==> config.mk <==
export PLATFORM = sky130hd
export DESIGN_NAME = pipe_stage_reg
export DESIGN_NICKNAME = d
export VERILOG_FILES = /design/src/rtl/pipe_pkg.sv /design/src/rtl/pipe_skid_buf.sv /design/src/rtl/pipe_stage_reg.sv
export SDC_FILE = /design/constraint.sdc
export NUM_CORES = 1
export LEC_CHECK = 0
export CORE_ASPECT_RATIO = 1.75
export CORE_MARGIN = 3
export CORE_UTILIZATION = 45
export CTS_CLUSTER_SIZE = 24
export DETAILED_ROUTE_END_ITERATION = 8
export GPL_TIMING_DRIVEN = 0
export MAX_ROUTING_LAYER = met4
export PLACE_DENSITY = 0.85
export SYNTH_ARGS = -nofsm -noshare
export SYNTH_HDL_FRONTEND = slang
export SYNTH_HIERARCHICAL = 1
export SYNTH_SLANG_ARGS = --single-unit
==> constraint.sdc <==
create_clock -name Clock -period 10.9 [get_ports Clock]
set_input_delay 2.725 -clock Clock [delete_from_list [all_inputs] [get_ports Clock]]
set_output_delay 2.725 -clock Clock [all_outputs]
set_load 0.02 [all_outputs]
==> src/rtl/pipe_pkg.sv <==
// Shared widths, NOP control word and skid FSM state encoding for the pipeline stage registers.
package pipe_pkg;
  localparam int CTRL_W = 32;
  localparam int WORD_W = 32;
  localparam int REG_W  = 5;

  localparam logic [CTRL_W-1:0] CTRL_NOP = '0;

  localparam logic [1:0] ST_EMPTY = 2'd0;
  localparam logic [1:0] ST_ONE   = 2'd1;
  localparam logic [1:0] ST_TWO   = 2'd2;
endpackage

==> src/rtl/pipe_skid_buf.sv <==
// Payload-agnostic main register plus one skid slot; ready is registered so it never depends on drain.
module pipe_skid_buf
  import pipe_pkg::*;
#(
  parameter int W = 8
) (
  input  logic         clk,
  input  logic         rst,
  input  logic         flush,
  input  logic         accept,
  input  logic         drain,
  input  logic [W-1:0] in_data,
  output logic [W-1:0] out_data,
  output logic         out_valid,
  output logic         ready,
  output logic [1:0]   count
);

  logic [1:0]   state;
  logic [1:0]   state_nxt;
  logic [W-1:0] main_p1;
  logic [W-1:0] skid_p1;

  always_comb begin
    state_nxt = state;
    case (state)
      ST_EMPTY: if (accept) state_nxt = ST_ONE;
      ST_ONE: begin
        if (accept && !drain)      state_nxt = ST_TWO;
        else if (drain && !accept) state_nxt = ST_EMPTY;
      end
      ST_TWO:   if (drain) state_nxt = ST_ONE;
      default:  state_nxt = ST_EMPTY;
    endcase
    if (flush) state_nxt = ST_EMPTY;
  end

  // Stage boundary: main register (visible output) and FSM
  always_ff @(posedge clk or posedge rst) begin
    if (rst) begin
      state   <= ST_EMPTY;
      ready   <= 1'b1;
      main_p1 <= '0;
    end else begin
      state <= state_nxt;
      ready <= (state_nxt != ST_TWO);
      if (!flush) begin
        if (state == ST_EMPTY && accept)            main_p1 <= in_data;
        else if (state == ST_ONE && accept && drain) main_p1 <= in_data;
        else if (state == ST_TWO && drain)           main_p1 <= skid_p1;
      end
    end
  end

  // Stage boundary: skid slot catches the item accepted while the output stalls
  always_ff @(posedge clk) begin
    if (!flush && state == ST_ONE && accept && !drain) skid_p1 <= in_data;
  end

  assign out_data  = main_p1;
  assign out_valid = (state != ST_EMPTY);
  assign count     = state;

endmodule

==> src/rtl/pipe_stage_reg.sv <==
// Valid/ready pipeline stage register with stall, flush and backpressure.
// Define SKID_BUFFER_EN to add a skid slot and break the Out_Ready -> In_Ready path.
module pipe_stage_reg
  import pipe_pkg::*;
#(
  parameter int CTRL_W    = pipe_pkg::CTRL_W,
  parameter int WORD_W    = pipe_pkg::WORD_W,
  parameter int NUM_WORDS = 3,
  parameter int REG_W     = pipe_pkg::REG_W,
  parameter int NUM_REGS  = 3
) (
  input  logic                        Clock,
  input  logic                        Reset,
  input  logic                        In_Valid,
  output logic                        In_Ready,
  input  logic [CTRL_W-1:0]           In_Ctrl,
  input  logic [NUM_WORDS*WORD_W-1:0] In_Words,
  input  logic [NUM_REGS*REG_W-1:0]   In_Regs,
  input  logic                        Stall,
  input  logic                        Flush,
  output logic                        Out_Valid,
  input  logic                        Out_Ready,
  output logic [CTRL_W-1:0]           Out_Ctrl,
  output logic [NUM_WORDS*WORD_W-1:0] Out_Words,
  output logic [NUM_REGS*REG_W-1:0]   Out_Regs,
  output logic [1:0]                  Out_Count
);

  localparam int PAY_W = CTRL_W + NUM_WORDS*WORD_W + NUM_REGS*REG_W;

  logic [PAY_W-1:0] pay_p0;
  logic [PAY_W-1:0] pay_p1;
  logic             vld_p1;
  logic             accept;
  logic             drain;

  assign pay_p0 = {In_Ctrl, In_Words, In_Regs};
  assign accept = In_Valid & In_Ready;
  assign drain  = vld_p1 & Out_Ready;

`ifdef SKID_BUFFER_EN
  logic       skid_ready;
  logic [1:0] skid_count;

  assign In_Ready = ~Reset & (Flush | (~Stall & skid_ready));

  pipe_skid_buf #(.W(PAY_W)) u_skid (
    .clk      (Clock),
    .rst      (Reset),
    .flush    (Flush),
    .accept   (accept),
    .drain    (drain),
    .in_data  (pay_p0),
    .out_data (pay_p1),
    .out_valid(vld_p1),
    .ready    (skid_ready),
    .count    (skid_count)
  );

  assign Out_Count = skid_count;
`else
  assign In_Ready = ~Reset & (Flush | (~Stall & (~vld_p1 | Out_Ready)));

  // Stage boundary: single output register; flush keeps the stale data words
  always_ff @(posedge Clock or posedge Reset) begin
    if (Reset) begin
      vld_p1 <= 1'b0;
      pay_p1 <= '0;
    end else if (Flush) begin
      vld_p1 <= 1'b0;
    end else if (accept) begin
      vld_p1 <= 1'b1;
      pay_p1 <= pay_p0;
    end else if (drain) begin
      vld_p1 <= 1'b0;
    end
  end

  assign Out_Count = {1'b0, vld_p1};
`endif

  // An empty stage must look like a NOP to the decoder downstream.
  assign Out_Valid = vld_p1;
  assign Out_Ctrl  = vld_p1 ? pay_p1[PAY_W-1 -: CTRL_W] : CTRL_W'(CTRL_NOP);
  assign Out_Words = pay_p1[NUM_REGS*REG_W +: NUM_WORDS*WORD_W];
  assign Out_Regs  = pay_p1[NUM_REGS*REG_W-1:0];

endmodule

==> flow_summary.rst <==
.. list-table::
   :header-rows: 1

   * - Metric
     - Value
   * - Largest cells by area after synthesis
     - sky130_fd_sc_hd__dfrtp_1 (54%), sky130_fd_sc_hd__mux2_2 (14%), sky130_fd_sc_hd__mux2_4 (13%)
   * - Overall die area
     - between 0.015 and 0.02 mm²
   * - Total length of routed wires
     - 16,940 µm
   * - Crit path launch type
     - input pin
   * - Nets
     - roughly 920
   * - Most common cell after layout, fill and taps aside
     - sky130_fd_sc_hd__clkdlybuf4s50_1
   * - Rel. slew slack
     - 56.69%
   * - Maximum number of buffers from clock root to sink
     - 2
   * - Width of the die
     - 98.06 µm
   * - Final setup violation count
     - 0
   * - Pin count of the biggest net entering global routing
     - 76
   * - Post-layout worst setup margin
     - roughly 4 ns
   * - Relative area change from synthesis to final layout
     - 56.60%
   * - Portion of the post-synthesis area used by sequential elements
     - 53.99%
   * - Pwr Density
     - ~190 mW/mm²
   * - Worst path bufs/invs
     - 2
   * - Final number of max-transition violations
     - 0
   * - Clock-pin slew on the worst setup and hold paths
     - about 0.06 ns
   * - Remaining DRCs
     - 0
   * - Leakage Power
     - about 4.6 nW
   * - Placed inst area
     - roughly 0.0099 mm²
   * - Std-Cell Core Area
     - ~0.014 mm²
   * - Avg WL per Cell
     - roughly 18 µm
   * - Clock tree from TritonCTS
     - done
   * - Count of input and output buffers
     - between 200 and 300
   * - Highest ir drop seen on vdd
     - 118.4 µV
   * - Sum of internal, switching and leakage power
     - 0.001994 W
   * - Final Hold Violating Endpoints
     - 0
   * - Nets in the synthesized netlist
     - 609
   * - Starting density of the core
     - 46.21%
   * - Root buf cell
     - sky130_fd_sc_hd__clkbuf_16
   * - Filler instances
     - 961
   * - Critical path's largest stage delay
     - 0.61 ns
   * - Total global routing overflow
     - 0
   * - Mean cell area of the mapped netlist
     - roughly 15 µm²
   * - Number of hold-repair buffers added at the cts stage
     - 0
   * - Outcome
     - complete, no violations
   * - GR Util All Layers
     - between 20% and 30%
   * - Slowest CP cell
     - sky130_fd_sc_hd__clkdlybuf4s50_1
   * - Class of the most critical setup path
     - input pin to primary output
   * - Worst EP required
     - 8.18 ns
   * - Post-synthesis instance area
     - 0.006674 mm²
   * - HPWL Detailed
     - 13,440 µm
   * - Largest area contributor in the synthesized netlist
     - sky130_fd_sc_hd__dfrtp_1
   * - Total setup buffers inserted after CTS
     - 0
   * - Fin util
     - between 70 and 80%
   * - Total area of multi-input combinational cells
     - 0.002073 mm²
   * - Boundary pin count
     - around 300
   * - Setup_tns
     - 0 ns
   * - Drt pass-1 iters
     - 3
   * - Number of DRC markers after the initial detailed-route iteration
     - between 70 and 80
   * - Final antenna diode count
     - 0
   * - Total CTS buffers
     - 17
   * - Capturing element type of the critical path
     - primary output
   * - Data arrival time at the worst-slack endpoint
     - between 4 and 5 ns
   * - Place WS
     - around 4 ns
   * - Vias/cell
     - about 4.6
   * - Fraction of post-synthesis cell area in the top cell type by area
     - 53.99%
   * - Unrepaired setup endpoints after global routing
     - false
   * - Cell repeated most along the worst path
     - sky130_fd_sc_hd__clkdlybuf4s50_1
   * - Worst Path Max Fanout
     - 3
   * - Minimum period implied by the final worst setup slack
     - slightly below 7 ns
   * - Via count
     - 4,404
   * - Highest Clock Rate
     - 145.8 MHz
   * - Final design area excluding fillers
     - 0.01045 mm²
   * - Actual slew at the worst max-slew pin
     - 0.6496 ns
   * - Die Span Y
     - about 170 µm
   * - Share of the cycle needed by the critical path after routing
     - 62.92%
   * - Count of warnings emitted by yosys
     - 6
   * - Clock sink total
     - 144
   * - Resized cells post-CTS
     - 0
   * - Antenna violations before repair
     - 0
   * - Rows
     - 58
   * - Setup skew after layout
     - 0.01110 ns
   * - Number of distinct library cell variants in the gate-level netlist after synthesis
     - 15
   * - Synthesized netlist cell count
     - 460
   * - Flops & latches, synth
     - 144
   * - Area of all sequential standard cells
     - 0.003603 mm²
   * - Clock H-tree levels
     - 4
   * - Series of cell instances along the critical path
     - clkdlybuf4s50_1 > nand2b_1 > a21oi_1 > nor2_1 > clkdlybuf4s50_1
   * - Class of the worst hold path
     - flop to flop
   * - Later-pin clock latency in the skew report
     - 0.40 ns
   * - Max_cap viols
     - 0
   * - Routability congestion estimate
     - 0.8682
   * - Antenna-violating nets left
     - 0
   * - Vias in the first global route
     - approximately 5.1k
   * - Global-route wire length before repair
     - 26,960 µm
   * - Most frequent cells in the layout
     - sky130_fd_sc_hd__clkdlybuf4s50_1 (294), sky130_fd_sc_hd__dfrtp_1 (144), sky130_fd_sc_hd__buf_4 (113), sky130_fd_sc_hd__mux2_2 (84), sky130_fd_sc_hd__mux2_4 (59)
   * - Largest delay contributor family on the critical path
     - buffers and inverters
   * - Share of final-layout standard cells stronger than drive strength 1
     - 38.80%
## Yosys cell counts
library cell and instances:
sky130_fd_sc_hd__a21oi_1 1, sky130_fd_sc_hd__and2_1 32, sky130_fd_sc_hd__and4_4 1, sky130_fd_sc_hd__buf_2 8, sky130_fd_sc_hd__buf_4 113, sky130_fd_sc_hd__buf_6 8, sky130_fd_sc_hd__clkbuf_1 3, sky130_fd_sc_hd__conb_1 1
sky130_fd_sc_hd__dfrtp_1 144, sky130_fd_sc_hd__inv_1 2, sky130_fd_sc_hd__mux2_2 84, sky130_fd_sc_hd__mux2_4 59, sky130_fd_sc_hd__nand2b_1 1, sky130_fd_sc_hd__nor2_1 2, sky130_fd_sc_hd__o21bai_1 1
## path summary, 6_finish.rpt
path	startpoint	endpoint	slack [ns]	cells after the start
setup reg to reg	Out_Valid	pay_p1[88]	9.00	6
hold reg to reg	pay_p1[116]	pay_p1[116]	0.50	1
min in group asynchronous	Reset	pay_p1[29]	2.88	2
max in group asynchronous	Reset	pay_p1[62]	7.24	3
setup / recovery	Out_Ready	In_Ready	4.04	5
hold / removal	pay_p1[116]	pay_p1[116]	0.50	1
## power by group
group / total, W / switching, W / internal (W)
Combinational: 0.000701 / 0.000260 / 0.000440
Clock: 0.000569 / 0.000226 / 0.000344
Sequential: 0.000724 / 0.0000680 / 0.000656
## routing by layer
metal / part of all wire [%] / vias up / wire (µm) / GRT usage (%)
li1: - / 2041 / - / -
met1: 35 / 2139 / 5970 / 22.11
met2: 56 / 193 / 9471 / 39.85
met4: 3.1 / 0 / 523 / 8.198
met5: 0 / - / 0 / -
met3: 5.7 / 31 / 973 / 4.960
## flip-flops by register name, indices dropped and copies added, names as in the netlist
name,flops
Out_Valid,1
pay_p1,143
## per-stage QoR
step | instances | hold slack, ns
floorplan | 460 | 0.4721
global placement | 934 | 0.4843
detailed placement | 935 | 0.4892
CTS | 966 | 0.5019
global route | 966 | 0.5141
finish | 966 | 0.4975
## worst register-to-register path, delay by kind of cell, from the launching register on
kind / cells / cell delay (ns)
buf+inv: 3 / 0.54
simple gates: 2 / 0.42
flops: 1 / 0.50
mux: 1 / 0.32
## layout make-up
| type | instances | share of cell area (%) |
|---|---|---|
| Clock inverter | 12 | 1.281 |
| Buffer | 132 | 9.470 |
| Inverter | 2 | 0.1197 |
| Clock buffer | 19 | 4.238 |
| Sequential cell | 144 | 34.48 |
| Multi-Input combinational cell | 182 | 19.84 |
| Timing Repair Buffer | 295 | 28.42 |
| Tap cell | 180 | 2.155 |
## logic make-up (layout without fill, tap and decap cells)
group	after synthesis	count (layout)	share of synthesized area, %
AO/OA/AOI/OAI	2	2	0.1874
buffers and inverters	134	460	14.94
flip-flops	144	144	53.99
multiplexers	143	143	27.45
other	1	1	0.05619
AND/OR/NAND/NOR	36	36	3.375
(Power assumes the default switching activity.)
